`config.mk`:
```
export PLATFORM = sky130hd
export DESIGN_NAME = serial_adder_nb
export DESIGN_NICKNAME = d
export VERILOG_FILES = /design/src/rtl/serial_adder_nb.sv
export SDC_FILE = /design/constraint.sdc
export NUM_CORES = 1
export LEC_CHECK = 0
export BUFFER_PORTS_ARGS = -buffer_cell sky130_fd_sc_hd__buf_4
export CAP_MARGIN = 20
export CORE_MARGIN = 2
export CORE_UTILIZATION = 48
export DETAILED_ROUTE_END_ITERATION = 10
export PLACE_DENSITY = 0.76
export SETUP_SLACK_MARGIN = 0.1
export SLEW_MARGIN = 20
export SYNTH_ARGS = -nofsm -noshare
export SYNTH_HDL_FRONTEND = slang
export SYNTH_SLANG_ARGS = --single-unit
```
`constraint.sdc`:
```
create_clock -name clk -period 1.5 [get_ports clk]
set_input_delay 0.375 -clock clk [delete_from_list [all_inputs] [get_ports clk]]
set_output_delay 0.375 -clock clk [all_outputs]
set_load 0.005 [all_outputs]
```
`src/rtl/serial_adder_nb.sv`:
```
// Bit-serial WIDTH-bit adder/subtractor: one full-adder cell, LSB first,
// framed by a start/busy/done handshake.
module serial_adder_nb #(
    parameter int WIDTH = 8
) (
    input  logic             clk,
    input  logic             rst,
    input  logic             start,
    input  logic [WIDTH-1:0] a,
    input  logic [WIDTH-1:0] b,
    input  logic             cin,
    input  logic             sub,
    output logic [WIDTH-1:0] sum,
    output logic             cout,
    output logic             overflow,
    output logic             busy,
    output logic             done
);

    localparam int CW = (WIDTH > 1) ? $clog2(WIDTH) : 1;

    typedef enum logic [1:0] {
        IDLE,
        RUN,
        DONE
    } state_t;

    state_t           state_q, state_d;
    logic [WIDTH-1:0] opa_q, opa_d;
    logic [WIDTH-1:0] opb_q, opb_d;
    logic [WIDTH-1:0] res_q, res_d;
    logic [WIDTH-1:0] sum_q, sum_d;
    logic [CW-1:0]    cnt_q, cnt_d;
    logic             carry_q, carry_d;
    logic             cout_q, cout_d;
    logic             ovf_q, ovf_d;
    logic             bit_s, bit_c, last;

    always_comb begin
        bit_s   = opa_q[0] ^ opb_q[0] ^ carry_q;
        bit_c   = (opa_q[0] & opb_q[0]) | (opa_q[0] & carry_q)
                | (opb_q[0] & carry_q);
        last    = (cnt_q == CW'(WIDTH - 1));
        state_d = state_q;
        opa_d   = opa_q;
        opb_d   = opb_q;
        res_d   = res_q;
        sum_d   = sum_q;
        cnt_d   = cnt_q;
        carry_d = carry_q;
        cout_d  = cout_q;
        ovf_d   = ovf_q;
        unique case (state_q)
            IDLE: begin
                if (start) begin
                    opa_d   = a;
                    opb_d   = sub ? ~b : b;
                    carry_d = cin ^ sub;
                    cnt_d   = '0;
                    res_d   = '0;
                    state_d = RUN;
                end
            end
            RUN: begin
                // Operands shift right so bit i is always at position 0.
                opa_d   = opa_q >> 1;
                opb_d   = opb_q >> 1;
                carry_d = bit_c;
                res_d   = res_q >> 1;
                res_d[WIDTH-1] = bit_s;
                cnt_d   = cnt_q + CW'(1);
                if (last) begin
                    sum_d   = res_d;
                    cout_d  = bit_c;
                    ovf_d   = carry_q ^ bit_c;
                    state_d = DONE;
                end
            end
            DONE: begin
                state_d = IDLE;
            end
            default: begin
                state_d = IDLE;
            end
        endcase
    end

    always_ff @(posedge clk or posedge rst) begin
        if (rst) begin
            state_q <= IDLE;
            opa_q   <= '0;
            opb_q   <= '0;
            res_q   <= '0;
            sum_q   <= '0;
            cnt_q   <= '0;
            carry_q <= 1'b0;
            cout_q  <= 1'b0;
            ovf_q   <= 1'b0;
        end else begin
            state_q <= state_d;
            opa_q   <= opa_d;
            opb_q   <= opb_d;
            res_q   <= res_d;
            sum_q   <= sum_d;
            cnt_q   <= cnt_d;
            carry_q <= carry_d;
            cout_q  <= cout_d;
            ovf_q   <= ovf_d;
        end
    end

    assign sum      = sum_q;
    assign cout     = cout_q;
    assign overflow = ovf_q;
    assign busy     = (state_q == RUN);
    assign done     = (state_q == DONE);

endmodule

```
==> flow_metrics.py <==
metrics = {
    "worst_setup_path": {
        "end_kind": "output pin",
        "critPathArrivalTime_ps": 1140,
        "crit_fanout": 3,
        "critPathLaunchType": "flip-flop",
        "critical_path_class": "flip-flop to output pin",
        "reg2reg_slack_ps": 110,
        "crit_required_ps": 1120,
    },
    "sta": {
        "period_needed_ps": 1520,
        "fmax_mhz": 659,
        "tns_ps": -17.1,
        "worstMarginPinSlew_ps": 465,
        "final.setup.worst_slack_ps": -17.1,
        "setup_viol": 1,
        "hold_ws_ps": 122,
        "finalCritPeriodShare_pct": 101,
        "rsz0062_at_grt": "yes",
        "slew_viol_final": 0,
        "relSlewSlack_pct": 69.0,
        "hold_viol_final": 0,
        "fin_worst_skew_ps": 12.0,
    },
    "routing": {
        "first_pass_iters": 4,
        "vias_per_cell": 5.45,
        "ant_nets": 0,
        "drc": 0,
        "drtIter0Drc": 46,
        "wl_per_cell_um": 15.4,
        "via_count": 1259,
        "detail_route.wirelength_um": 3560,
    },
    "global_route": {
        "grt_pass1_wl_um": 6180,
        "grt_max_degree": 40,
        "grt_overflow": 0,
        "grt_pass1_vias": 1284,
        "grt_use_total_pct": 19.7,
        "antenna_found_initial": 0,
    },
    "cells_and_area": {
        "fillerInstances": 274,
        "layout.cells.non_filler": 231,
        "multi_input_area_um2": 723,
        "fin_nets": 208,
        "drive_gt1_share_pct": 45.4,
        "seq_area_um2": 977,
        "syn_to_final_growth_pct": 34.8,
        "layout_commonest_cell": "buf_4",
        "diodes": 0,
        "layout_common_cells": "45 x buf_4, 38 x dfrtp_1, 10 x a22o_1, 9 x mux2_2, 9 x xor2_1",
    },
    "synth": {
        "ys_seq_elements": 39,
        "yosysSeqAreaShare_pct": 57.3,
        "synth_warnings": 0,
        "synth_area_um2": 1700,
        "syn_inst": 133,
        "synth_edf_count": 0,
        "avgSynthCellArea_um2": 12.8,
        "yosysUniqueCellTypes": 25,
        "ys_dominant_reg_cell": "dfrtp_1",
        "async_flop_share_pct": 100,
        "synthesis.nets": 157,
    },
    "status": {
        "violations": "setup timing",
        "status": "finished, violations left",
    },
    "pwr": {
        "pwr-share-comb_pct": 41.1,
        "internal-power_mw": 2.91,
        "ir_drop_mv": 0.808,
        "p_seq_share_pct": 41.6,
        "power_density_nw_per_um2": 1840,
        "swShare_pct": 31.2,
        "p_sw_mw": 1.32,
        "fin_total_pwr_mw": 4.23,
        "clockPowerShare_pct": 17.3,
        "p_leak_nw": 1.15,
    },
    "die": {
        "die-area_um2": 4040,
        "die_h_um": 63.6,
        "rows": 21,
        "ios": 33,
        "core-area_um2": 3360,
        "floorplan.initialDensity_pct": 50.7,
        "die_x_um": 63.6,
    },
    "cts": {
        "cts_tree": "done",
        "clock_latency_ps": 340,
        "clk_path_buf_depth": 2,
        "clkSinkCount": 39,
        "cts_made_buffers": 5,
        "clk_pin_slew_worst_paths_ps": 120,
        "cts_max_level": 2,
        "cts.root.buffer_cell": "clkbuf_4",
    },
    "min_path": {
        "holdCritPathClass": "primary input to asynchronous set/reset pin",
    },
    "placed_design": {
        "place_congestion": 0.721,
        "hpwl_um": 2310,
        "dp.cells": 208,
        "portBuffers": 32,
    },
    "flow_run": {
        "maxCapViolations": 0,
    },
}
## cell type report
type	count	area share, %
clock inverters	2	1.53
flip-flops and latches	39	42.5
repair buffers	54	19.2
inverters	3	0.490
well taps	46	2.51
multi-input cells	81	31.5
clock buffers	6	2.23
## kinds of logic (layout without fill, tap and decap cells)
kind of cell / after synthesis / count (layout) / synth area share [%]
and+or+nand+nor: 21 / 22 / 6.83
buffers and inverters: 14 / 65 / 4.70
adders and majority gates: 3 / 3 / 2.64
DFF: 39 / 39 / 57.3
muxes: 10 / 10 / 6.61
xor gates and xnor gates: 10 / 10 / 5.14
AOI/OAI and AO/OA: 36 / 36 / 16.8
## metal layers
layer | vias up | track usage [%] | part of all wire (%) | wire length, µm
li1 | 591 | - | - | -
met1 | 634 | 26.2 | 44 | 1580
met2 | 30 | 31.3 | 50 | 1800
met3 | 4 | 4.46 | 3.9 | 139
met4 | 0 | 8.15 | 1.2 | 41
met5 | - | 0 | 0 | 0
## path summary, 6_finish.rpt
| check | from | to | cells after the start |
|---|---|---|---|
| min | rst | opb_q[1] | 3 |
| max | state_q[1] | busy | 3 |
| min in group clk | a[7] | opa_q[7] | 2 |
| max reg2reg | state_q[1] | opb_q[3] | 4 |
| max in group asynchronous | rst | state_q[0] | 3 |
| min reg2reg | opa_q[1] | opa_q[1] | 2 |
## worst max-delay path: stages, from the launching register on
cell and delay [ps]:
dfrtp_1 440, buf_6 140, nor2b_4 110, buf_6 100
## registers in the layout, indices dropped and copies added, names as in the netlist
name and count:
res_q 7, state_q 2, opb_q 8, carry_q 1, opa_q 8, sum 8, overflow 1, cnt_q 3
cout 1
## through the flow
stage	util, %	area (µm²)	setup WS [ps]
floorplan	-	1720	100
global placement	59.6	2000	120
global route	68.3	2300	-65.2
CTS	66.3	2230	-34.6
detailed placement	59.6	2000	67.5
finish	68.3	2300	-17.1
## cell usage after synthesis (3+ instances only)
cell type | instances | area share, %
dfrtp_1 | 39 | 57
buf_2 | 6 | 1.8
and3_1 | 8 | 2.9
mux2_2 | 10 | 6.6
a22o_1 | 10 | 5.1
inv_1 | 3 | 0.66
nand2_1 | 8 | 1.8
xor2_1 | 9 | 4.6
a22oi_1 | 7 | 3.1
a221o_1 | 8 | 4.7
o21ai_0 | 8 | 2.3
## power by group through the flow
stage,clock network [mW],registers [mW],logic (mW)
finish,0.732,1.76,1.74
floorplan,0,1.69,0.953
detailed placement,0,1.77,1.38
global route,0.807,1.81,1.90
CTS,0.755,1.76,1.61
global placement,0,1.74,1.32
## timing repair
action,4_1_cts,5_1_grt
buffers inserted,8,5
resized for setup,14,7
hold buffers,0,0
gates cloned,1,1
endpoints found under the setup margin,12,22
pin swaps,1,1
(Power assumes the default switching activity.)
